## src/rtl/xc_malu_divrem_result.sv

```systemverilog
// xc_malu_divrem_result
//   Control and result stage wrapped around the iterative divider. Holds a
//   div/divu/rem/remu request, keeps the divider running until it reports
//   done, applies the RISC-V sign and divide-by-zero corrections to the
//   unsigned quotient/remainder, and offers the selected value on a
//   valid/ready writeback port.
//
//   Optional build macro: XC_MALU_DIVREM_ZERO_BYPASS_EN
//     defined   - a zero divisor skips the divider (IDLE -> RESP directly)
//     undefined - every request goes through the divider
//
//   state | meaning
//   ------+-------------------------------------------------------------
//   IDLE  | ready for a request, divider idle
//   WAIT  | operands latched, div_valid high until div_done
//   RESP  | corrected result held in rsp_data, rsp_valid high
module xc_malu_divrem_result #(
    parameter int XLEN = 32
) (
    input  logic            clock,
    input  logic            resetn,
    input  logic            flush,
    input  logic            req_valid,
    output logic            req_ready,
    input  logic [XLEN-1:0] req_rs1,
    input  logic [XLEN-1:0] req_rs2,
    input  logic            req_signed,
    input  logic            req_rem,
    output logic            div_valid,
    output logic            div_signed,
    output logic [XLEN-1:0] div_rs1,
    output logic [XLEN-1:0] div_rs2,
    input  logic            div_done,
    input  logic [XLEN-1:0] div_quot,
    input  logic [XLEN-1:0] div_rmdr,
    output logic            rsp_valid,
    input  logic            rsp_ready,
    output logic [XLEN-1:0] rsp_data
);

    typedef enum logic [1:0] {
        ST_IDLE = 2'd0,
        ST_WAIT = 2'd1,
        ST_RESP = 2'd2
    } state_t;

    state_t          state_q;
    state_t          state_d;
    logic [XLEN-1:0] rs1_q;
    logic [XLEN-1:0] rs2_q;
    logic            signed_q;
    logic            rem_q;
    logic [XLEN-1:0] rsp_data_q;

    logic            ld_req;
    logic            ld_rsp;
    logic [XLEN-1:0] rsp_data_d;

    logic            div_zero;
    logic            neg_q;
    logic            neg_r;
    logic [XLEN-1:0] quot_fix;
    logic [XLEN-1:0] rmdr_fix;
    logic [XLEN-1:0] result_fix;

    // Handshake and divider-facing outputs are decoded from the registered
    // state only, so div_valid drops in the cycle after div_done.
    assign req_ready  = (state_q == ST_IDLE);
    assign div_valid  = (state_q == ST_WAIT);
    assign rsp_valid  = (state_q == ST_RESP);
    assign div_signed = signed_q;
    assign div_rs1    = rs1_q;
    assign div_rs2    = rs2_q;
    assign rsp_data   = rsp_data_q;

    // Sign and zero-divisor correction of the divider's unsigned magnitudes.
    // The most-negative / -1 case falls out of the plain negate.
    always_comb begin
        div_zero   = (rs2_q == '0);
        neg_q      = signed_q & (rs1_q[XLEN-1] ^ rs2_q[XLEN-1]) & ~div_zero;
        neg_r      = signed_q & rs1_q[XLEN-1] & ~div_zero;
        quot_fix   = div_zero ? '1    : (neg_q ? ('0 - div_quot) : div_quot);
        rmdr_fix   = div_zero ? rs1_q : (neg_r ? ('0 - div_rmdr) : div_rmdr);
        result_fix = rem_q ? rmdr_fix : quot_fix;
    end

    // Next-state decode; flush wins over accept, done and handshake.
    always_comb begin
        state_d    = state_q;
        ld_req     = 1'b0;
        ld_rsp     = 1'b0;
        rsp_data_d = result_fix;
        case (state_q)
            ST_IDLE: begin
                if (req_valid) begin
                    ld_req = 1'b1;
`ifdef XC_MALU_DIVREM_ZERO_BYPASS_EN
                    if (req_rs2 == '0) begin
                        state_d    = ST_RESP;
                        ld_rsp     = 1'b1;
                        rsp_data_d = req_rem ? req_rs1 : '1;
                    end else begin
                        state_d = ST_WAIT;
                    end
`else
                    state_d = ST_WAIT;
`endif
                end
            end
            ST_WAIT: begin
                if (div_done) begin
                    ld_rsp  = 1'b1;
                    state_d = ST_RESP;
                end
            end
            ST_RESP: begin
                if (rsp_ready) begin
                    state_d = ST_IDLE;
                end
            end
            default: state_d = ST_IDLE;
        endcase
        if (flush) begin
            state_d = ST_IDLE;
            ld_req  = 1'b0;
            ld_rsp  = 1'b0;
        end
    end

    // State register.
    always_ff @(posedge clock or negedge resetn) begin
        if (!resetn) begin
            state_q <= ST_IDLE;
        end else begin
            state_q <= state_d;
        end
    end

    // Operand latch on accept and result capture on completion.
    always_ff @(posedge clock or negedge resetn) begin
        if (!resetn) begin
            rs1_q      <= '0;
            rs2_q      <= '0;
            signed_q   <= 1'b0;
            rem_q      <= 1'b0;
            rsp_data_q <= '0;
        end else begin
            if (ld_req) begin
                rs1_q    <= req_rs1;
                rs2_q    <= req_rs2;
                signed_q <= req_signed;
                rem_q    <= req_rem;
            end
            if (ld_rsp) begin
                rsp_data_q <= rsp_data_d;
            end
        end
    end

endmodule

```

## config.mk

```make
export PLATFORM = sky130hd
export DESIGN_NAME = xc_malu_divrem_result
export DESIGN_NICKNAME = d
export VERILOG_FILES = /design/src/rtl/xc_malu_divrem_result.sv
export SDC_FILE = /design/constraint.sdc
export NUM_CORES = 1
export LEC_CHECK = 0
export ABC_AREA = 0
export BUFFER_PORTS_ARGS = -buffer_cell sky130_fd_sc_hd__buf_2
export CORE_MARGIN = 4
export CORE_UTILIZATION = 49
export CTS_CLUSTER_DIAMETER = 150
export DETAILED_ROUTE_END_ITERATION = 6
export GPL_TIMING_DRIVEN = 0
export PLACE_DENSITY = 0.81
export SETUP_SLACK_MARGIN = 0.5
export SLEW_MARGIN = 20
export SYNTH_ARGS = -nofsm -noshare
export SYNTH_HDL_FRONTEND = slang
export SYNTH_SLANG_ARGS = --single-unit
export TNS_END_PERCENT = 10
```

## constraint.sdc

```tcl
create_clock -name clock -period 2.6 [get_ports clock]
set_clock_uncertainty 0.2 [all_clocks]
set_input_delay 0.13 -clock clock [delete_from_list [all_inputs] [get_ports clock]]
set_output_delay 0.13 -clock clock [all_outputs]
set_load 0.01 [all_outputs]
```

# Yosys cells after proc, flatten, opt, wreduce, memory -nomap -nowiden
# Cells that the tools add are included.
totals:
  in_bits: 136
  reg_bits: 100
classes:
  eq_ne: 5
  bitwise: 6
  n_mux: 16
  n_reduce_logical: 3
  addsub: 2
ops:
  columns: ["op", "count"]
  rows:
  - ["32-bit two-way mux", 5]
  - ["1-bit by 32-bit subtractor with 32-bit output, first input constant", 2]
  - ["32-bit zero test", 1]
  - ["2-bit two-way mux", 4]
  - ["1-bit two-way mux", 6]
  - ["3-bit by 2-bit inequality test with 1-bit output, second input constant", 2]
  - ["2-bit one-hot mux with 3 select lines", 1]
  - ["1-bit AND", 4]
  - ["3-bit inequality test, second input constant", 1]
  - ["3-bit AND reduction", 1]
  - ["2-bit by 1-bit equality test with 1-bit output, second input constant", 1]
  - ["2-bit equality test, second input constant", 1]
  - ["2-bit zero test", 1]
  - ["1-bit NOT", 1]
  - ["1-bit XOR", 1]

# Depth between registers and ports, before layout
# Gate-level depths: netlist of the first run.
depth:
  depth_word: 6
  depth_mapped: 9
  ltp_nobuf: 8

# Least setup slack after synthesis of the first run
# No wires, ideal clock.
synth_timing:
  kind: "reg-to-reg"
  startpoint: "register rs2_q[16], in the netlist div_rs2[16]"
  endpoint: "register rsp_data_q[14], in the netlist rsp_data[14]"
  t_required_ns: 2.276
  setup_slack_ns: 0.249
  stages_incl_launch_ff: 9
  n_path_buf: 2
  t_arrival_ns: 2.027
  cell_sequence: "dfrtp_1 nor4_1 nand4_1 or2_2 buf_2 buf_1 nand2_1 nor2_1 a211o_1"
synth_between:
  elab_chain_len: 6
synth_lines:
  columns: ["item", "line_no", "text"]
  rows:
  - ["from (decl)", "50", "logic [XLEN-1:0] rs2_q;"]
  - ["from (signal assigned)", "150", "rs2_q <= req_rs2;"]
  - ["32-bit zero test (*)", "79", "div_zero = (rs2_q == '0);"]
  - ["1-bit NOT", "80, 81", null]
  - ["1-bit AND, on equally long branches", "80, 81", null]
  - ["32-bit two-way mux, on equally long branches (2 in a row)", "82, 83", null]
  - ["32-bit two-way mux (*)", "84", "result_fix = rem_q ? rmdr_fix : quot_fix;"]
  - ["to (signal assigned)", "155", "rsp_data_q <= rsp_data_d;"]
  - ["to (decl)", "53", "logic [XLEN-1:0] rsp_data_q;"]
# Every way passes the cells marked *; elsewhere a longest branch is shown, timed or not.
# A chain may end at the register's enable or synchronous reset.

# Worst setup path in the final report of the first run
layout_timing:
  startpoint: "register rs2_q[1], in the netlist div_rs2[1]"
  endpoint: "register rsp_data_q[5], in the netlist rsp_data[5]"
# Same word-level chain as after synthesis.

==> results by stage, run 1 <==
Finish:
- Relative to the synthesized area, the layout overhead comes to 52.6%.
- At the end of the flow the core is filled with cells to 0.767.
- 0 antenna diodes ended up in the layout.
- The finished cells cover 8790 um2.
- For this run, the post-layout net count is 1056.
- The fraction of layout instances using a drive strength above 1 is 0.421.

Pwr:
- The internal portion of the total power is 3810 uW.
- In this run the power density over the cells is 696 nW/um2.
- The analysis attributes to net switching a power of 2310 uW.
- VDD sags by at most 0.000796 V.
- Of the total power, the share spent switching nets is 0.378.
- The share of total power dissipated in sequential elements is 0.392.
- The share of total power dissipated in combinational logic is 0.386.
- The clock group share of total power is 0.221.
- In this run the static leakage power is 0.00405 uW.

Route:
- The detail route stage leaves a number of antenna-violating nets equal to 0.
- Detailed routing inserted a total of 6375 vias.
- The first routing iteration left 638 violations.
- For this run, design rule violations remaining after detail routing come to 0.
- The pre-antenna-repair detailed-routing pass consisted of 5 iterations.
- The routed wire length is 23.2 mm.
- Dividing the detail-routed wire length by the instance count gives 21.8 um.
- Dividing the detail-routed via count by the number of cells gives 5.98.

Synth:
- The number of standard cells after synthesis is 573.
- The dominant cell by count in the synthesized netlist is dfrtp_1.
- The average instance area after synthesis is 10.1 um2.
- The share of the Yosys chip area taken by registers is 0.434.
- When the netlist entered floorplanning its net count stood at 711.
- The cell type with the largest total area after synthesis is dfrtp_1.
- The share of synthesized area in the top cell type comes to 0.434.
- Sorting the synthesized cells by how often they occur yields dfrtp_1 (100), mux2_2 (66), nor2_1 (42).
- After synthesis, the netlist uses 53 different library cells.
- The cell area that synthesis handed to floorplanning was 5760 um2.
- The number of synthesized register bits is 100.
- For this run, the number of Yosys warnings is 0.
- Counting flops with an async set or reset pin after synthesis yields a share of 1.00.
- Ranked by total cell area, the synthesized netlist is headed by dfrtp_1 (43%), mux2_2 (13%), xor2_1 (5.0%), xnor2_1 (3.6%), nor2_1 (2.7%).
- The most used flip-flop cell after synthesis is dfrtp_1.
- The synthesized design contains 0 enable-type register cells.

Floorplanning:
- The horizontal die dimension is 116 um.
- The vertical die dimension is 116 um.
- 236 I/O pins were placed.
- The core footprint is 11500 um2.
- The initial core utilization is 0.502.
- Row generation in the floorplan step produced 39 rows.
- The floorplan die area is 13600 um2.

Setup path:
- Walking the worst path, the cells encountered are nor4_2 > nand4_1 > or2_4 > buf_8 > buf_12 > mux2i_1 > a22o_1 > o21ai_1.
- Broken down by cell family, the worst path's largest delay share belongs to simple AND/OR/NAND/NOR gates.
- In this run the worst path has a maximum fanout of 7.
- The longest individual stage delay on the worst path is 0.40 ns.
- The sum of buffers and inverters on the critical path is 2.
- Data on the critical path is required at its endpoint by 2.63 ns.
- The type of destination of the critical path is a flip-flop.
- The type of the setup path with the least slack is reg -> reg.
- The slowest stage of the critical path is the dfrtp_1 cell.
- The origin of the critical flop-to-flop path is div_rs2[1]$_DFFE_PN0P_.
- The critical path starts at div_rs2[1]$_DFFE_PN0P_.
- The startpoint type of the worst setup path is a flip-flop.
- The critical path arrival is 2.43 ns.

Timing:
- The final count of hold timing violations came to 1.
- The number of max-slew violations in the final report was 0.
- Derived from the worst setup path, the maximum achievable clock frequency is 0.417 GHz.
- The pin slew with the least headroom to its limit is 0.825 ns.
- The worst pin sits at a relative slew slack of 0.445.
- Setup repair after global routing could not meet its margin everywhere.
- Setup violations remaining at the end of the flow were counted as 0.
- The part of the cycle the worst path needs is 0.923.
- The worst path in the final design needs a cycle of 2.40 ns, including I/O delays and setup.
- The worst hold-check slack is -0.0000214 ns.
- Adding up every negative setup slack in the final design gives 0 ns.

Clock tree:
- The longest clock path from root to sink contains 2 buffers.
- The number of CTS-inserted buffers is 9.
- TritonCTS built the clock tree.
- The H-tree generated during clock tree synthesis spans 3 levels.
- The buffer cell driving the clock tree root is clkbuf_16.
- For the worst-skew pair, the clock arrives at the later sink with an insertion delay of 0.36 ns.
- The clock transition time at the flip-flop clock pins of the worst setup and hold paths is 0.08 ns.
- For this design, the sink count on the clock tree is 100.

Global routing:
- The number of global-route vias before repair is 6486.
- For this run, the total global-route usage over all layers was measured as 0.333.
- Entering global routing, the biggest net connects 75 pins.
- The first global-routing pass estimated 34.3 mm of wire.
- The number of antenna violations at the first check in global routing was 0.
- The leftover overflow at the end of global routing is 0.

Min path:
- The worst hold path belongs to the class in -> async.

Place:
- The global placement routability congestion is 0.929.
- In this run the tool buffered the top-level ports with 235 buffer cells.
- In this run the cell area measured after placement is 7190 um2.
- The wire-length estimate of the detail-placed layout is 15.9 mm.

Job:
- Across the run, the number of max-cap violations was 0.

Status:
- The run finished, with violations left.
- The checks that failed: negative hold slack.
[power groups by stage]
stage,clock [uW],sequential (uW),combinational (uW)
after global routing,1420,2440,2550
after detailed placement,0,2360,2110
after floorplan,0,2480,1000
after CTS,1370,2350,2280
final,1350,2400,2360
after global placement,0,2330,2060
[state kept, by name, summed over array words and instances, names as in the netlist]
name / cells
state_q: 2
div_rs2: 32
rem_q: 1
div_rs1: 32
rsp_data: 32
div_signed: 1
[logic make-up (layout without fill, tap and decap cells)]
group	after synthesis	in the layout	synth area share
mux	73	73	0.141
xor+xnor	57	57	0.0867
simple gates	152	152	0.139
buf+inv	48	398	0.0324
flops	100	100	0.434
fa+ha+maj	2	2	0.00434
compound gates	141	141	0.162
[worst reg2reg max path: cells and delay by family (launching register included)]
kind / cells / cell delay (ns)
DFF: 1 / 0.40
muxes: 1 / 0.23
and+or+nand+nor: 3 / 0.88
buffers and inverters: 2 / 0.28
AOI/OAI and AO/OA: 2 / 0.28
[cells in the final DEF (no fill, tap or decap), types with 6 or more instances in the layout]
master	netlist	layout
buf_4	1	13
nor4_2	2	7
o21ai_1	4	12
mux2_2	66	66
o22ai_1	9	9
clkbuf_1	26	14
xnor2_1	24	24
dfrtp_1	100	97
a31oi_1	19	19
nor2_1	42	39
a21oi_1	27	27
dlygate4sd3_1	0	84
o21ai_0	27	15
nor4_1	18	9
a21o_1	6	6
nand2_1	25	22
clkbuf_16	0	10
inv_1	16	16
xor2_1	33	32
a41oi_1	11	11
nand4_1	8	8
nand3_1	6	6
nor3_1	17	15
buf_2	2	234
[metrics by stage]
stage	total power, uW	worst slack (ns)	cells	hold WS, ns
after global routing	6410	0.132	1066	0.0250
after floorplan	3480	0.388	573	-0.366
final	6110	0.201	1066	-0.0000214
after CTS	5990	0.272	1059	0.00677
after detailed placement	4470	-0.350	952	-0.185
after global placement	4390	-0.272	951	0.149
[final cells by class]
cell class | count | area (um2)
Buffer | 32 | 238
Clock buffer | 11 | 243
Clock inverter | 5 | 48.8
Fill cell | 773 | 2680
Inverter | 16 | 60.1
Multi-Input combinational cell | 425 | 3320
Sequential cell | 100 | 2510
Tap cell | 143 | 179
Timing Repair Buffer | 334 | 2200
[path summary, 6_finish.rpt]
check                                                 to  slack [ns]  depth (start not counted)
worst max register to register   rsp_data[5]$_DFFE_PN0P_        0.20                          8
worst min-delay path             div_rs1[21]$_DFFE_PN0P_    -0.00002                          2
min in group clock              rsp_data[21]$_DFFE_PN0P_        0.02                          4
max in group asynchronous        div_rs2[10]$_DFFE_PN0P_        1.54                          3
worst min register to register   rsp_data[0]$_DFFE_PN0P_        0.30                          1
worst max-delay path             rsp_data[5]$_DFFE_PN0P_        0.20                          8
[layer usage]
metal / share of wire / up-vias / global-route usage / wire length, um
met3: 0.087 / 80 / 0.0845 / 2020
li1: - / 2824 / - / -
met1: 0.37 / 3094 / 0.390 / 8640
met2: 0.50 / 377 / 0.574 / 11500
met5: 0 / - / 0 / 0
met4: 0.045 / 0 / 0.154 / 1040
[repair_timing]
action                                  CTS  global route
hold buffers                             84             0
gates cloned                              1             1
pin swaps                                 7             8
endpoints found under the setup margin   98            91
gates resized for setup                  53            38
hold endpoints to repair                180             0
setup buffers                             6             6
No activity file was read; power rests on OpenSTA's default activity.
==> inputs of run 2 (changes only) <==
- ABC_AREA: 0 -> 1
- CORE_UTILIZATION: 49 -> 51
- SLEW_MARGIN: 20 -> not set
==> run 2 against run 1 <==
The run now ends clean. Via count increased by 30%. Cell count increased by 41%. Fmax increased by 8.6%. Clock power about the same. Non-clock buffer count decreased by 11. Clock-buffer cell count unchanged. Power increased by 2.1%. Critical path depth increased by 3. Highest routed layer is now met5.
==> results by stage, run 2 <==
Status:
- The run finished with clean final reports.

Finish:
- Fill cells in the final layout number 1039.
- The fraction of layout instances using a drive strength above 1 is 0.290.
- From synthesis to final layout, the design area changed by 40.0%.
- The net count of the finished layout is 1465.
- Leaving out fill and tap cells, the most frequent cells in the layout are nand2_1 (276), buf_2 (250), nor2_1 (187).
- Once layout is done, the placed cells without fillers occupy 9550 um2.
- For this run, the share of the core covered by cells in the final layout is 0.741.
- The most common cell after layout, fill and taps aside is nand2_1.

Synth:
- By count the netlist is led by nand2_1 (282), nor2_1 (195), dfrtp_1 (100).
- The dominant cell by count in the synthesized netlist is nand2_1.
- The most used flip-flop cell after synthesis is dfrtp_1.
- Counting flops with a built-in enable in the synthesized netlist gives 0.
- The yosys synthesis warning count is 0.
- Of all cell types, the one taking the most synthesized area is dfrtp_1.
- The proportion of netlist area held by the largest area contributor is 0.367.
- The mapped cell area is 6820 um2.
- The number of standard cells after synthesis is 999.
- Counting distinct cell types in the post-synthesis netlist gives 36.
- In the synthesized netlist the async set-or-reset flop fraction comes to 1.00.
- The share of the Yosys chip area taken by registers is 0.367.
- A synthesized cell averages 6.83 um2.
- The post-synthesis net count is 1137.
- The number of synthesized register bits is 100.
- In the post-synthesis netlist, the biggest area contributors are dfrtp_1 (37%), nand2_1 (16%), nor2_1 (11%), mux2_2 (8.3%), nand3_1 (6.6%).

Global routing:
- Entering global routing, the biggest net connects 71 pins.
- The number of global-route vias before repair is 8058.
- The number of antenna violations at the first check in global routing came to 7.
- The total routing usage reported by global routing is 0.356.
- The leftover overflow at the end of global routing is 0.
- The first-pass GRT wire length is 41.3 mm.

Clock tree:
- The number of clock sinks seen by CTS is 100.
- The buffer cell driving the clock tree root is clkbuf_16.
- The number of CTS-inserted buffers is 9.
- Counting along the longest clock path gives a buffer depth of 2.
- The TritonCTS clock tree is built.
- The clock transition time at the flip-flop clock pins of the worst setup and hold paths is 0.07 ns.
- The later pin in the worst-skew pair is clocked with a latency of 0.35 ns.
- The clock tree synthesis step divided the H-tree into 3 levels.

Place:
- The post-detailed-placement cell area is 8240 um2.
- The congestion estimate from routability-driven global placement came to 0.970.
- After legalization and detailed placement, the total HPWL measured 19.5 mm.
- The quantity of I/O buffers inserted on ports is 235.

Job:
- Max-cap violations in this run came to 0.

Route:
- Routed signal wires occupy layers up through met5.
- The count of antenna-violating nets left after detailed routing is 0.
- The post-detailed-route via-to-cell ratio is 5.50.
- The routed layout has 8293 vias.
- The total iterations of the first detailed-routing run is 5.
- In the final routed layout, each cell accounts on average for 18.2 um.
- The met3 wire length is 3.03 mm.
- The routed wire length is 27.4 mm.
- The routed design uses 13.0 mm of met2 wire.
- After detailed routing, the number of remaining DRC violations is 0.
- The met1 wire length is 10.1 mm.
- The violation count after the first detailed-routing iteration is 710.

Timing:
- The final count of hold timing violations is 0.
- Setup total negative slack on the finished layout was measured at 0 ns.
- The part of the cycle the worst path needs is 0.849.
- The final setup violation count is 0.
- The number of max-slew violations in the final report is 0.
- The worst-case headroom to the max-slew limit is 0.577.
- The pin slew with the least headroom to its limit is 0.635 ns.
- For this run, the top clock speed supported by timing is 0.453 GHz.
- The clock period could shrink to 2.21 ns.
- Setup repair after global routing could not meet its margin everywhere.

Floorplanning:
- 236 I/O pins were placed.
- The floorplan die area is 15300 um2.
- In this run the horizontal extent of the chip is 124 um.
- From bottom edge to top edge, the die measures 124 um.
- The initial core utilization is 0.530.
- The row count is 41.
- The core footprint is 12900 um2.

Setup path:
- The critical path arrival is 2.25 ns.
- The required time of the critical path is 2.64 ns.
- STA classifies the critical path startpoint as a flip-flop.
- The type of the setup path with the least slack is reg -> reg.
- The top fanout value on the critical path is 6.
- STA classifies the critical path endpoint as a flip-flop.
- The most critical setup path has its startpoint at div_rs2[26]$_DFFE_PN0P_.
- The startpoint identified for the worst register-to-register timing path is div_rs2[26]$_DFFE_PN0P_.

Pwr:
- IR analysis of the VDD net gives a maximum drop of 0.000412 V.
- The analysis attributes to cell leakage a power of 0.00489 uW.
- The ratio of total power to cell area is 654 nW/um2.

Min path:
- The worst hold path belongs to the class in -> reg.
- The startpoint of the most critical hold path is div_quot[3].
[run 2: cell types whose count changed after synthesis, sizes merged, moves of 13 or more]
cell    before  now
nand2       25  288
nor2        42  204
nand3        6   93
inv         16   86
xnor2       24    0
xor2        33   10
buf          6   27
nor4        21    0
a21oi       27   46
mux2        66   50
clkbuf      26   11
a31oi       19    6
[run 2: logic make-up (layout without fill, tap and decap cells)]
| family | Yosys count | in the layout | synth area share |
|---|---|---|---|
| muxes | 50 | 50 | 0.0826 |
| xor gates and xnor gates | 10 | 10 | 0.0128 |
| AOI/OAI and AO/OA | 105 | 105 | 0.0835 |
| and+or+nand+nor | 607 | 607 | 0.370 |
| buffers and inverters | 125 | 457 | 0.0807 |
| adders and majority gates | 2 | 2 | 0.00367 |
| DFF | 100 | 100 | 0.367 |
| other | 0 | 4 | 0 |
[run 2: metrics by stage]
step	power, uW	worst slack [ns]	hold slack [ns]	cells
6_report	6250	0.392	0.00807	1507
4_1_cts	6060	0.331	0.00185	1497
5_1_grt	6580	0.316	0.0403	1506
3_3_place_gp	4570	0.150	0.139	1406
2_1_floorplan	3600	0.750	-0.366	999
3_5_place_dp	4630	0.220	-0.101	1407
[run 2: per-layer routing]
layer  vias up  track usage
li1       3852            -
met5         -            0
met4         8        0.175
met3        97       0.0926
met2       501        0.591
met1      3835        0.427
[run 2: worst paths after layout]
| check | slack, ns | end | cells after the start |
|---|---|---|---|
| worst min-delay path | 0.008 | rsp_data[3]$_DFFE_PN0P_ | 5 |
| max in group asynchronous | 1.43 | rsp_data[25]$_DFFE_PN0P_ | 3 |
| worst min register to register | 0.27 | rsp_data[29]$_DFFE_PN0P_ | 2 |
| min in group asynchronous | 0.07 | div_rs2[31]$_DFFE_PN0P_ | 2 |
| worst max-delay path | 0.39 | rsp_data[12]$_DFFE_PN0P_ | 11 |
| worst max register to register | 0.39 | rsp_data[12]$_DFFE_PN0P_ | 11 |
[run 2: timing repair]
item | in CTS | in global routing
gates cloned | 0 | 1
buffers inserted | 0 | 5
endpoints found under the setup margin | 25 | 86
hold endpoints to repair | 172 | 0
hold buffers | 75 | 0
gates resized for setup | 2 | 56
pin swaps | 0 | 20
[run 2: cell type report]
| class | count | area (um2) | share of cell area |
|---|---|---|---|
| multi-input cells | 774 | 3900 | 0.409 |
| well taps | 172 | 215 | 0.0225 |
| diodes | 4 | 10.0 | 0.00105 |
| clock buffers | 11 | 243 | 0.0254 |
| repair buffers | 317 | 2020 | 0.212 |
| flip-flops and latches | 100 | 2500 | 0.262 |
| inverters | 87 | 329 | 0.0345 |
| clock inverters | 4 | 48.8 | 0.00511 |
| plain buffers | 38 | 274 | 0.0287 |
[run 2: report_power, final]
part / switching (uW) / total, uW / leakage (uW) / internal, uW
clock network: 581 / 1350 / 0.000146 / 768
registers: 334 / 2310 / 0.00118 / 1980
logic: 1500 / 2580 / 0.00357 / 1080
[run 2: worst max-delay path, cell delays in order (launching register included)]
cell	delay [ns]
dfrtp_1	0.42
nor2_1	0.13
nand2_1	0.12
nor2_2	0.15
nand2_2	0.11
nor2_4	0.19
inv_4	0.08
buf_12	0.14
o211ai_1	0.32
nand2_1	0.09
nand2_1	0.10
nand2_1	0.05
